===== config.mk =====
export PLATFORM = sky130hd
export DESIGN_NAME = snake_game_fsm
export DESIGN_NICKNAME = d
export VERILOG_FILES = /design/src/rtl/snake_pkg.sv /design/src/rtl/lfsr8.sv /design/src/rtl/snake_game_fsm.sv
export SDC_FILE = /design/constraint.sdc
export NUM_CORES = 1
export LEC_CHECK = 0
export BUFFER_PORTS_ARGS = -buffer_cell sky130_fd_sc_hd__buf_2
export CORE_UTILIZATION = 55
export CTS_CLUSTER_DIAMETER = 80
export CTS_CLUSTER_SIZE = 25
export DETAILED_ROUTE_END_ITERATION = 6
export PLACE_DENSITY = 0.83
export SLEW_MARGIN = 5
export SYNTH_ARGS = -nofsm -noshare
export SYNTH_HDL_FRONTEND = slang
export SYNTH_HIERARCHICAL = 1
export SYNTH_SLANG_ARGS = --single-unit

===== constraint.sdc =====
create_clock -name Clk -period 7.1 [get_ports Clk]
set_input_delay 1.42 -clock Clk [delete_from_list [all_inputs] [get_ports Clk]]
set_output_delay 1.42 -clock Clk [all_outputs]
set_load 0.005 [all_outputs]

===== src/rtl/snake_pkg.sv =====
// Shared encodings and constants for the snake game controller.
package snake_pkg;

    typedef enum logic [4:0] {
        ST_INIT  = 5'b00001,
        ST_PLACE = 5'b00010,
        ST_PLAY  = 5'b00100,
        ST_WIN   = 5'b01000,
        ST_LOSE  = 5'b10000
    } state_t;

    typedef enum logic [1:0] {
        DIR_U = 2'd0,
        DIR_D = 2'd1,
        DIR_L = 2'd2,
        DIR_R = 2'd3
    } dir_t;

    localparam int         GRID_DIM  = 16;
    localparam int         MAX_SEG   = 16;
    localparam logic [7:0] LFSR_SEED = 8'hA5;

    // Opposite directions differ only in bit 0 (U/D and L/R pairs).
    function automatic logic is_reverse(input dir_t cur, input dir_t req);
        return (cur ^ req) == 2'b01;
    endfunction

endpackage


===== src/rtl/lfsr8.sv =====
// Free-running 8-bit maximal-length Fibonacci LFSR (x^8+x^6+x^5+x^4+1).
module lfsr8
    import snake_pkg::*;
(
    input  logic       Clk,
    input  logic       Reset_n,
    output logic [7:0] o_value
);

    logic [7:0] r_lfsr;
    logic       w_fb;

    assign w_fb    = r_lfsr[7] ^ r_lfsr[5] ^ r_lfsr[4] ^ r_lfsr[3];
    assign o_value = r_lfsr;

    always_ff @(posedge Clk or negedge Reset_n) begin
        if (!Reset_n) r_lfsr <= LFSR_SEED;
        else          r_lfsr <= {r_lfsr[6:0], w_fb};
    end

endmodule


===== src/rtl/snake_game_fsm.sv =====
// Snake game controller: one-hot game FSM, segment shift register, food placement.
// Optional macro WRAP_WALLS_EN makes the 16x16 grid wrap instead of killing the snake.
//
// state    | meaning
// ST_INIT  | snake loaded, waiting for Start
// ST_PLACE | searching LFSR for a food cell not on the snake
// ST_PLAY  | moving on Tick, direction buttons accepted
// ST_WIN   | length reached WIN_LEN, waiting for Start
// ST_LOSE  | wall or self hit, snake frozen, waiting for Start
module snake_game_fsm
    import snake_pkg::*;
#(
    parameter int         WIN_LEN   = 15,
    parameter int         INIT_LEN  = 3,
    parameter logic [7:0] INIT_HEAD = 8'h88
) (
    input  logic         Clk,
    input  logic         Reset_n,
    input  logic         Tick,
    input  logic         Start,
    input  logic         BtnU,
    input  logic         BtnD,
    input  logic         BtnL,
    input  logic         BtnR,
    output logic         Qi,
    output logic         Qc,
    output logic         Qp,
    output logic         Qw,
    output logic         Ql,
    output logic [7:0]   Food,
    output logic [3:0]   Length,
    output logic [127:0] Locations_Flat
);

`ifdef WRAP_WALLS_EN
    localparam bit WRAP_EN = 1'b1;
`else
    localparam bit WRAP_EN = 1'b0;
`endif

    state_t     r_state, w_state_nxt;
    dir_t       r_dir, w_dir_nxt, w_req;
    logic [3:0] r_len, w_len_nxt, w_len_new;
    logic [7:0] r_food, w_food_nxt;
    logic [7:0] r_seg [MAX_SEG];
    logic [7:0] w_seg_nxt [MAX_SEG];
    logic [7:0] w_lfsr, w_head;
    logic [3:0] w_row, w_col;
    logic [4:0] w_hit_lim;
    logic       w_edge, w_off_grid, w_eat, w_hit, w_on_snake, w_btn_any;

    function automatic logic [7:0] init_cell(input int k);
        if (k < INIT_LEN) return INIT_HEAD - 8'(k);
        return 8'h00;
    endfunction

    lfsr8 u_lfsr (.Clk(Clk), .Reset_n(Reset_n), .o_value(w_lfsr));

    always_comb begin
        w_row  = r_seg[0][7:4];
        w_col  = r_seg[0][3:0];
        w_edge = 1'b0;
        case (r_dir)
            DIR_U: begin w_edge = (w_row == 4'd0);  w_row = w_row - 4'd1; end
            DIR_D: begin w_edge = (w_row == 4'd15); w_row = w_row + 4'd1; end
            DIR_L: begin w_edge = (w_col == 4'd0);  w_col = w_col - 4'd1; end
            default: begin w_edge = (w_col == 4'd15); w_col = w_col + 4'd1; end
        endcase
        w_head     = {w_row, w_col};
        w_off_grid = w_edge && !WRAP_EN;
        w_eat      = (w_head == r_food);
    end

    // The tail cell vacates on a plain move, so it is excluded from the hit test.
    always_comb begin
        w_hit_lim  = w_eat ? {1'b0, r_len} : ({1'b0, r_len} - 5'd1);
        w_hit      = 1'b0;
        w_on_snake = 1'b0;
        for (int k = 0; k < MAX_SEG; k++) begin
            if (k < int'(w_hit_lim) && r_seg[k] == w_head) w_hit = 1'b1;
            if (k < int'(r_len) && r_seg[k] == w_lfsr) w_on_snake = 1'b1;
        end
    end

    always_comb begin
        w_btn_any = BtnU | BtnD | BtnL | BtnR;
        if (BtnU)      w_req = DIR_U;
        else if (BtnD) w_req = DIR_D;
        else if (BtnL) w_req = DIR_L;
        else           w_req = DIR_R;
    end

    always_comb begin
        w_state_nxt = r_state;
        w_dir_nxt   = r_dir;
        w_len_nxt   = r_len;
        w_food_nxt  = r_food;
        w_len_new   = w_eat ? (r_len + 4'd1) : r_len;
        for (int k = 0; k < MAX_SEG; k++) w_seg_nxt[k] = r_seg[k];
        case (r_state)
            ST_INIT: if (Start) w_state_nxt = ST_PLACE;
            ST_PLACE: begin
                if (!w_on_snake) begin
                    w_food_nxt  = w_lfsr;
                    w_state_nxt = ST_PLAY;
                end
            end
            ST_PLAY: begin
                if (w_btn_any && !is_reverse(r_dir, w_req)) w_dir_nxt = w_req;
                if (Tick) begin
                    if (w_off_grid || w_hit) begin
                        w_state_nxt = ST_LOSE;
                    end else begin
                        w_len_nxt    = w_len_new;
                        w_seg_nxt[0] = w_head;
                        for (int k = 1; k < MAX_SEG; k++)
                            w_seg_nxt[k] = (k < int'(w_len_new)) ? r_seg[k-1] : 8'h00;
                        if (w_eat)
                            w_state_nxt = (int'(w_len_new) == WIN_LEN) ? ST_WIN : ST_PLACE;
                    end
                end
            end
            ST_WIN, ST_LOSE: begin
                if (Start) begin
                    w_state_nxt = ST_INIT;
                    w_dir_nxt   = DIR_R;
                    w_len_nxt   = 4'(INIT_LEN);
                    for (int k = 0; k < MAX_SEG; k++) w_seg_nxt[k] = init_cell(k);
                end
            end
            default: w_state_nxt = ST_INIT;
        endcase
    end

    always_ff @(posedge Clk or negedge Reset_n) begin
        if (!Reset_n) r_state <= ST_INIT;
        else          r_state <= w_state_nxt;
    end

    always_ff @(posedge Clk or negedge Reset_n) begin
        if (!Reset_n) begin
            r_dir  <= DIR_R;
            r_len  <= 4'(INIT_LEN);
            r_food <= 8'h00;
            for (int k = 0; k < MAX_SEG; k++) r_seg[k] <= init_cell(k);
        end else begin
            r_dir  <= w_dir_nxt;
            r_len  <= w_len_nxt;
            r_food <= w_food_nxt;
            for (int k = 0; k < MAX_SEG; k++) r_seg[k] <= w_seg_nxt[k];
        end
    end

    assign Qi     = r_state[0];
    assign Qc     = r_state[1];
    assign Qp     = r_state[2];
    assign Qw     = r_state[3];
    assign Ql     = r_state[4];
    assign Food   = r_food;
    assign Length = r_len;

    always_comb begin
        for (int k = 0; k < MAX_SEG; k++) Locations_Flat[127-8*k -: 8] = r_seg[k];
    end

endmodule


== Yosys cells after proc, flatten, opt, wreduce, memory -nomap -nowiden ==
Index checks and enable logic that the tools add are counted.

* Add/subtract/negate cells: 6
* $mul: 0
* Div/mod/pow operators: 0
* Order comparisons: 45
* Equal/unequal tests: 50
* Shifts and indexed selects: 0
* Mux-type cells: 77
* Bitwise logic cells: 8
* Reductions and logical operators: 44

{| class="wikitable"
|+ Operator list
! kind !! count
|-
| 2-to-1 mux 128 bit || 3
|-
| == test 8 bit || 32
|-
| case mux 128 bit (2 select lines) || 1
|-
| 2-to-1 mux 8 bit || 17
|-
| < comparator 4 bit, first input constant || 14
|-
| < comparator 4 x 5 -> 1 bit, first input constant || 8
|-
| 2-to-1 mux 5 bit || 7
|-
| 2-to-1 mux 1 bit || 34
|-
| logical AND 1 bit || 32
|-
| < comparator 3 x 4 -> 1 bit, first input constant || 8
|-
| case mux 4 bit (2 select lines) || 3
|-
| < comparator 3 x 5 -> 1 bit, first input constant || 4
|-
| 2-to-1 mux 4 bit || 5
|-
| case mux 5 bit (4 select lines) || 1
|-
| < comparator 2 x 4 -> 1 bit, first input constant || 4
|-
| adder 4 x 1 -> 4 bit, second input constant || 3
|-
| < comparator 1 x 4 -> 1 bit, first input constant || 3
|-
| inequality test 2 bit, second input constant || 6
|-
| < comparator 1 x 5 -> 1 bit, first input constant || 2
|-
| < comparator 2 x 5 -> 1 bit, first input constant || 2
|-
| == test 4 bit, second input constant || 2
|-
| logical NOT 4 bit || 2
|-
| 2-to-1 mux 2 bit || 4
|-
| subtractor 4 x 1 -> 4 bit, second input constant || 2
|-
| 25 further kinds || 31
|}

* Bits in registers: 155
* Bits in latches: 0
* RAM bits: 0
* Bits in read-only memories: 0
* Input bits: 8
* Output and inout bits: 145
* Word-level logic and storage cells: 251
* Memories: 0

== Logic depth before layout (Yosys ltp) ==
Gate-level depths: netlist of the first run.

* Depth after elaboration: 27
* Mapped depth: 22
* Depth with buffers taken out: 14

== Cells and area by module ==
The synthesis of the first run kept the hierarchy.

{| class="wikitable"
|+ By module, submodules not included
! module !! times used !! cells each !! area each (um2)
|-
| snake_game_fsm || 1 || 1218 || 10376.2
|-
| lfsr8 || 1 || 11 || 231.5
|}

== Least setup slack after synthesis of the first run ==
Ideal clock, no wire load.

* Kind: reg2reg
* From: register r_dir[1]
* To: register r_len[2] (netlist: Length[2])
* Arrival time: 4.745 ns
* Data required time: 6.963 ns
* Slack: 2.218 ns
* Cell stages (with the launch flop): 23
* Path buffers: 8
* Cells stage by stage: dfstp_2 -> buf_4 -> clkbuf_1 -> clkbuf_1 -> buf_1 -> nand2b_1 -> xnor2_1 -> ha_1 -> or3_1 -> a21oi_1 -> xnor2_1 -> and4bb_1 -> buf_2 -> a2111oi_0 -> a211o_1 -> o22ai_1 -> a221oi_4 -> nand3_2 -> buf_6 -> buf_6 -> buf_6 -> nand3_1 -> o31ai_1

* Longest elaborated chain between the ends: 26
* Elaborated cells on any way between the ends: 80
* Classes of those cells: 16 x order compare; 20 x eq/ne; 24 x mux; 20 x reduce/logical

{| class="wikitable"
|+ RTL lines
! element !! line !! text
|-
| start: declaration || snake_game_fsm.sv:42 || <nowiki>dir_t r_dir, w_dir_nxt, w_req;</nowiki>
|-
| start signal: assignment || snake_game_fsm.sv:147 || <nowiki>r_dir <= w_dir_nxt;</nowiki>
|-
| == test 2 x 1 -> 1 bit or logical NOT 2 bit (tied branches) || snake_game_fsm.sv:63 || <nowiki>case (r_dir)</nowiki>
|-
| OR reduction 2 bit (no source line) || - ||
|-
| case mux 4 bit (2 select lines) || snake_game_fsm.sv:63 ||
|-
| == test 8 bit || snake_game_fsm.sv:71 || <nowiki>w_eat = (w_head == r_food);</nowiki>
|-
| 2-to-1 mux 5 bit || snake_game_fsm.sv:76 || <nowiki>w_hit_lim = w_eat ? {1'b0, r_len} : ({1'b0, r_len} - 5'd1);</nowiki>
|-
| < comparator 1 x 5 -> 1 bit || snake_game_fsm.sv:80 || <nowiki>if (k < int'(w_hit_lim) && r_seg[k] == w_head) w_hit = 1'b1;</nowiki>
|-
| logical AND 1 bit || snake_game_fsm.sv:80 ||
|-
| 2-to-1 mux 1 bit (16 in a row) || snake_game_fsm.sv:80 ||
|-
| logical OR 1 bit || snake_game_fsm.sv:111 || <nowiki>if (w_off_grid || w_hit) begin</nowiki>
|-
| inequality test 2 bit (no source line) || - ||
|-
| AND reduction 4 bit (no source line) || - ||
|-
| end signal: assignment || snake_game_fsm.sv:143 || <nowiki>r_len <= 4'(INIT_LEN);</nowiki>
|-
| end signal: assignment || snake_game_fsm.sv:148 || <nowiki>r_len <= w_len_nxt;</nowiki>
|-
| end: declaration || snake_game_fsm.sv:43 || <nowiki>logic [3:0] r_len, w_len_nxt, w_len_new;</nowiki>
|}

Parallel ways exist; a longest one is shown, timed or not. The select of a mux whose other input is x is not followed.
A chain may end at the register's enable or synchronous reset.

== Final worst setup path of the first run ==
* From: register r_seg (netlist bit Locations_Flat[121])
* To: register r_seg (netlist bit Locations_Flat[51])

* Longest elaborated chain between the ends: 25
* Elaborated cells on any way between the ends: 81
* Classes of those cells: 2 x add/sub; 17 x order compare; 19 x eq/ne; 24 x mux; 19 x reduce/logical

{| class="wikitable"
|+ RTL lines
! element !! line !! text
|-
| start: declaration || snake_game_fsm.sv:45 || <nowiki>logic [7:0] r_seg [MAX_SEG];</nowiki>
|-
| adder 4 x 1 -> 4 bit or subtractor 4 x 1 -> 4 bit (tied branches) || snake_game_fsm.sv:67, snake_game_fsm.sv:66 ||
|-
| case mux 4 bit (2 select lines) || snake_game_fsm.sv:63 ||
|-
| == test 8 bit || snake_game_fsm.sv:71 ||
|-
| 2-to-1 mux 5 bit || snake_game_fsm.sv:76 ||
|-
| < comparator 1 x 5 -> 1 bit || snake_game_fsm.sv:80 ||
|-
| logical AND 1 bit || snake_game_fsm.sv:80 ||
|-
| 2-to-1 mux 1 bit (16 in a row) || snake_game_fsm.sv:80 ||
|-
| logical OR 1 bit || snake_game_fsm.sv:111 ||
|-
| inequality test 2 bit (no source line) || - ||
|-
| AND reduction 4 bit (no source line) || - ||
|}

Parallel ways exist; a longest one is shown, timed or not. The select of a mux whose other input is x is not followed.

==> results.toml, run 1 <==
[sta]
slew_violations = 0
fin_skew_ps = 11.7
period_share = 0.806
worst_pin_slew_ps = 1210
fmax_mhz = 175
rsz0062_at_grt = "no"
setup_viol = 0
hold_viol = 0
holdWs_ps = 561
min_period_ps = 5730
tns_ps = 0
slew_headroom = 0.189

[routing]
drc = 0
wire_per_inst_um = 21.8
drtIter0Drc = 1121
wirelength_um = 34600
final_antenna_net_count = 0
vias = 10200
first_pass_iters = 5
via_per_inst = 6.43

[layout]
finalInstanceArea_um2 = 11900
fill_cells = 1587
antenna_cells = 0
final_cell_mix = "nand2_1, buf_2, xnor2_1, dfrtp_1, xor2_1"
final_common_cell = "nand2_1"
area_growth_pct = 11.8
fin_nets = 1326
drive_gt1_frac = 0.184
layoutNonFillerInstCount = 1584

[yosys]
ys_types = 75
ys_warn_count = 6
synthFlopType = "dfrtp_1"
synth_edf_count = 0
yosys_register_bits = 147
synth.yosys.seq_area_share = 0.349
syn_avg_cell_area_um2 = 8.63
synth_area_um2 = 10600
syn_inst = 1229
ys_async_sr_fraction = 1.00

[global_route]
antenna_found_initial = 0
grt.total_usage = 0.352
grt_start_max_net_pins = 99
grt_pass1_vias = 9670
overflow = 0
grt_pass1_wl_um = 53800

[placement]
postPlaceCellArea_um2 = 11300
dpl.cell_count = 1552
io_buffers = 144
routabilityCongestion = 1.02
hpwlAfterDp_um = 22900

[job]
drv_cap = 0

[hold_path]
hold_class = "reg -> reg"

[cts]
cts_buffers = 17
clk_pin_slew_ps = 60
root_buffer = "clkbuf_16"
cts_tree = "done"
clock_path_buffers = 2
clk_latency_ps = 440
cts_setup_buffers = 0
ctsResizeCount = 0
cts_max_level = 4
cts_hold_buf = 0
clock-sinks = 147

[die]
io_pins = 153
die_h_um = 141
die_w_um = 141
initial_core_util = 0.563
core_um2 = 18800
rows = 50
die-area_um2 = 19800

[worst_setup_path]
critical_path_class = "reg -> reg"
crit_arrival_ps = 6080
start_kind = "flop"
cp_data_required_time_ps = 7450
crit_fanout = 78
end_kind = "flop"

[pwr]
p_leak_nw = 5.42
vdd_drop_max_mv = 0.193
p_per_area_nw_per_um2 = 300

[status]
outcome = "completed"
per-layer routing:
| metal | up-vias | track usage | wire (um) |
|---|---|---|---|
| li1 | 4465 | - | - |
| met5 | - | 0 | 0 |
| met4 | 0 | 0.192 | 1700 |
| met1 | 4883 | 0.459 | 13600 |
| met2 | 691 | 0.537 | 15400 |
| met3 | 149 | 0.0893 | 3930 |
synth_stat cells, types with 3 or more instances:
library cell | number | area (um2)
mux2_2 | 9 | 101
clkbuf_1 | 59 | 221
nand2b_1 | 5 | 31.3
o21a_1 | 7 | 52.6
inv_1 | 10 | 37.5
o211ai_1 | 7 | 52.6
o21ai_1 | 94 | 470
nand3_1 | 110 | 551
and2_1 | 4 | 25.0
dfrtp_1 | 129 | 3230
dfstp_2 | 18 | 473
o31ai_1 | 7 | 52.6
buf_6 | 14 | 158
nor4_1 | 33 | 206
buf_1 | 11 | 41.3
nand4_1 | 23 | 144
o22ai_1 | 3 | 18.8
nand2_1 | 153 | 574
ha_1 | 6 | 75.1
a2111oi_0 | 3 | 26.3
or4_1 | 9 | 67.6
o21ai_0 | 29 | 145
o22a_1 | 6 | 52.6
nor2_1 | 26 | 97.6
xor2_1 | 127 | 1110
nor3b_1 | 4 | 30.0
and3_1 | 15 | 93.8
nor2b_1 | 3 | 18.8
a211oi_1 | 7 | 52.6
o2111ai_1 | 11 | 96.3
xnor2_1 | 140 | 1230
a21oi_1 | 22 | 110
buf_4 | 12 | 90.1
nor3_1 | 26 | 130
a31oi_1 | 13 | 81.3
buf_2 | 12 | 60.1
or3_1 | 12 | 75.1
worst paths after layout:
check / from / end / slack [ps] / depth (start not counted)
setup / recovery: Locations_Flat[121] / Locations_Flat[51] / 1370 / 15
hold / removal: Locations_Flat[111] / Locations_Flat[111] / 560 / 1
setup reg to reg: Locations_Flat[121] / Locations_Flat[51] / 1370 / 15
hold reg to reg: Locations_Flat[111] / Locations_Flat[111] / 560 / 1
max in group asynchronous: Reset_n / Locations_Flat[19] / 4780 / 2
min in group asynchronous: Reset_n / Locations_Flat[85] / 1060 / 1
worst max-delay path: stages (launching register included):
cell      delay (ps)
dfrtp_1          900
xnor2_1          190
ha_1             190
or3_1            100
a21oi_1          130
xnor2_2          950
buf_4            330
xnor2_1           70
nor4_1           530
o311ai_0         240
a22oi_1          350
a221oi_4         110
nand3_4          490
buf_4            680
nand3_1          180
o21ai_1          140
layout make-up:
type | count | area [um2] | share of cell area
clock buffers | 22 | 454 | 0.0383
clock inverters | 10 | 101 | 0.00854
inverters | 11 | 41.3 | 0.00348
multi-input cells | 970 | 6360 | 0.536
flip-flops and latches | 147 | 3700 | 0.312
well taps | 260 | 325 | 0.0274
repair buffers | 164 | 877 | 0.0739
cells by family (layout without fill, tap and decap cells):
logic type,after synthesis,count (layout),synth area share
fa+ha+maj,7,7,0.00896
buf+inv,119,207,0.0577
simple gates,434,434,0.204
mux,13,13,0.0152
other cells,1,8,0.000354
compound gates,240,240,0.143
flops,147,147,0.349
xor+xnor,268,268,0.222
sequential cells by signal, summed over array words and instances (netlist names):
signal	cells
u_lfsr/o_value	8
Food	8
Locations_Flat	120
r_state	5
Length	4
r_dir	2
through the flow:
step	utilization	power, mW	setup slack (ps)
after floorplan	-	2.18	2220
after global placement	0.600	2.59	1700
after detailed placement	0.600	2.63	1610
after CTS	0.630	3.50	1570
after global routing	0.630	3.70	915
final	0.630	3.56	1370
report_power, final:
part	leakage, nW	total (mW)	internal, mW	switching (mW)
clock	0.262	0.882	0.495	0.387
sequential	1.98	1.03	0.908	0.123
combinational	3.18	1.65	0.652	0.994
total	5.42	3.56	2.06	1.50
(Power assumes the default switching activity.)
==> run 2: changes to the inputs <==
- ABC_AREA: unset -> 1
- CORE_UTILIZATION: 55 -> 53
- PLACE_DENSITY: 0.83 -> 0.84
- clock period: 7.1 -> 5.2 ns (I/O delays scaled with it)
==> run 2 against run 1 <==
Compared with the run above: core utilization fell by 1.5 points; combinational power rose by 81%; the run now ends with design-rule violations left; maximum frequency rose by 17%; routed wire length rose by 15%; worst hold slack got worse by 65 ps; largest power group unchanged; clock skew rose by 1.5 ps; global-route usage rose by 2.5 points; synthesized cell count rose by 30%; sequential share of layout area fell by 1.4 points; worst setup slack got worse by 1100 ps; critical path depth rose by 13.
==> results.toml, run 2 <==
[status]
outcome = "finished with violations"
violations = "design-rule violations"

[layout]
antenna_cells = 0
fin_nets = 1711
final_cell_mix = "nand2_1, nand3_1, inv_1, buf_2, dfrtp_1"
drive_gt1_frac = 0.144
largest_reg_flops = 120
area_growth_pct = 14.0
final_common_cell = "nand2_1"

[job]
drv_cap = 0

[placement]
hpwlAfterDp_um = 26100
routabilityCongestion = 1.01
io_buffers = 144
place_ws_ps = 625

[worst_setup_path]
end_kind = "flop"
critical_path_class = "reg -> reg"
worst-path-buf-inv = 4
r2r_cells = 28
r2r_start = "r_dir[1]"
reg2reg_slack_ps = 310
rr_endpoint = "Locations_Flat[50]"
cp_top_family = "simple AND/OR/NAND/NOR gates"
cp_slowest_cell = "dfstp_2"
start_kind = "flop"
crit_arrival_ps = 5270
slowest_delay_ps = 700
cp_common_cell = "nand2_1"
cp_data_required_time_ps = 5580
crit_fanout = 63

[global_route]
grt_pass1_wl_um = 62200
grt_start_max_net_pins = 126
grt_pass1_vias = 11200
overflow = 0
antenna_found_initial = 1
grt.total_usage = 0.377

[sta]
slew_violations = 0
period_share = 0.940
layout_setup_ws_ps = 311
worst_pin_slew_ps = 1160
hold_viol = 0
rsz0062_at_grt = "no"
tns_ps = 0
fin_skew_ps = 13.2
fmax_mhz = 205
min_period_ps = 4890
setup_viol = 0
slew_headroom = 0.227

[die]
initial_core_util = 0.540
die_h_um = 145
die-area_um2 = 21100
die_w_um = 145
core_um2 = 20200
io_pins = 153
rows = 52

[yosys]
synth_common_cells = "nand2_1, nand3_1, inv_1"
synth_edf_count = 0
yosys_register_bits = 147
ys_async_sr_fraction = 1.00
yosys.cell_count.top_type = "nand2_1"
synthFlopType = "dfrtp_1"
ys_types = 45
syn_avg_cell_area_um2 = 6.82
ys_warn_count = 6
netlist.area_leader.share = 0.296
synth_area_um2 = 10900
synth.yosys.seq_area_share = 0.340
synthTopCellsByArea = "dfrtp_1, nand2_1, xor2_1"
syn_inst = 1598
synth_top_area_cell = "dfrtp_1"

[routing]
drtIter0Drc = 1615
final_antenna_net_count = 0
wire_per_inst_um = 20.1
drc = 3
wirelength_um = 39800
vias = 12200
via_per_inst = 6.15
first_pass_iters = 7

[cts]
clock-sinks = 147
cts_tree = "done"
clk_pin_slew_ps = 60
cts_max_level = 4
cts_hold_buf = 0
clock_path_buffers = 2
clk_latency_ps = 450
root_buffer = "clkbuf_16"
cts_buffers = 17

[pwr]
switching_share = 0.482
p_sw_mw = 2.86
p_leak_nw = 6.46
p_per_area_nw_per_um2 = 478
vdd_drop_max_mv = 0.367
seqPwrFrac = 0.239
internal_power_mw = 3.07
pwr-share-clk = 0.257
comb_power_share = 0.504
finalPower_mw = 5.93

[hold_path]
hold_class = "reg -> reg"
whs_path_depth = 2
min_from = "Locations_Flat[93]"
hold_end = "Locations_Flat[93]"
run 2: changes by cell type after synthesis, sizes merged, moves of 55 or more:
cell and change:
nor2 +103, xnor2 -121, o21ai -88, nand2 +340, nand3 +56, inv +153
nor3 +55
run 2: logic make-up after synthesis:
logic type      share of synthesized area
flops                               0.340
xor+xnor                            0.109
fa+ha+maj                         0.00873
compound gates                     0.0611
simple gates                        0.381
other cells                      0.000344
buf+inv                             0.101
run 2: area by class of cell:
class,count,area [um2]
fillers,1864,7760
multi-input cells,1199,6140
flip-flops and latches,147,3700
repair buffers,162,887
inverters,169,634
clock buffers,18,429
well taps,270,338
clock inverters,14,283
run 2: how the worst max path moves through the flow:
stage              from                  to  slack (ps)  cells past startpoint
2_1_floorplan  r_dir[0]           Length[3]        1590                     32
3_3_place_gp   r_dir[1]  Locations_Flat[49]         590                     28
3_5_place_dp   r_dir[1]  Locations_Flat[43]         620                     28
4_1_cts        r_dir[1]  Locations_Flat[50]         520                     22
5_1_grt        r_dir[1]  Locations_Flat[50]         120                     22
6_report       r_dir[1]  Locations_Flat[50]         310                     28
run 2: power groups by stage:
stage	combinational [mW]	clock, mW	sequential [mW]
6_report	2.99	1.52	1.41
3_3_place_gp	2.77	0	1.42
5_1_grt	3.18	1.57	1.42
4_1_cts	2.85	1.52	1.40
3_5_place_dp	2.82	0	1.42
2_1_floorplan	2.00	0	1.35
run 2: repair_timing:
| item | in CTS | in global routing |
|---|---|---|
| gates resized for setup | 0 | 1 |
| setup buffers | 0 | 0 |
| endpoints found under the setup margin | 0 | 2 |
run 2: tightest hold or removal path: stages (launching register included):
cell and delay (ps):
dfrtp_1 360, nand2_1 60, nand2_1 50
run 2: metrics by stage:
step           instances   util  cell area (um2)  hold slack, ps
6_report            1979  0.615            12400             496
5_1_grt             1979  0.615            12400             530
4_1_cts             1979  0.615            12400             503
3_5_place_dp        1947  0.580            11700             487
3_3_place_gp        1947  0.580            11700             478
2_1_floorplan       1605      -            10900             353
run 2: layer usage:
metal,vias to the layer above,share of wire,track usage
met5,-,0,0
met4,0,0.056,0.209
met3,222,0.14,0.0853
met2,1011,0.43,0.563
met1,5581,0.38,0.508
li1,5362,-,-
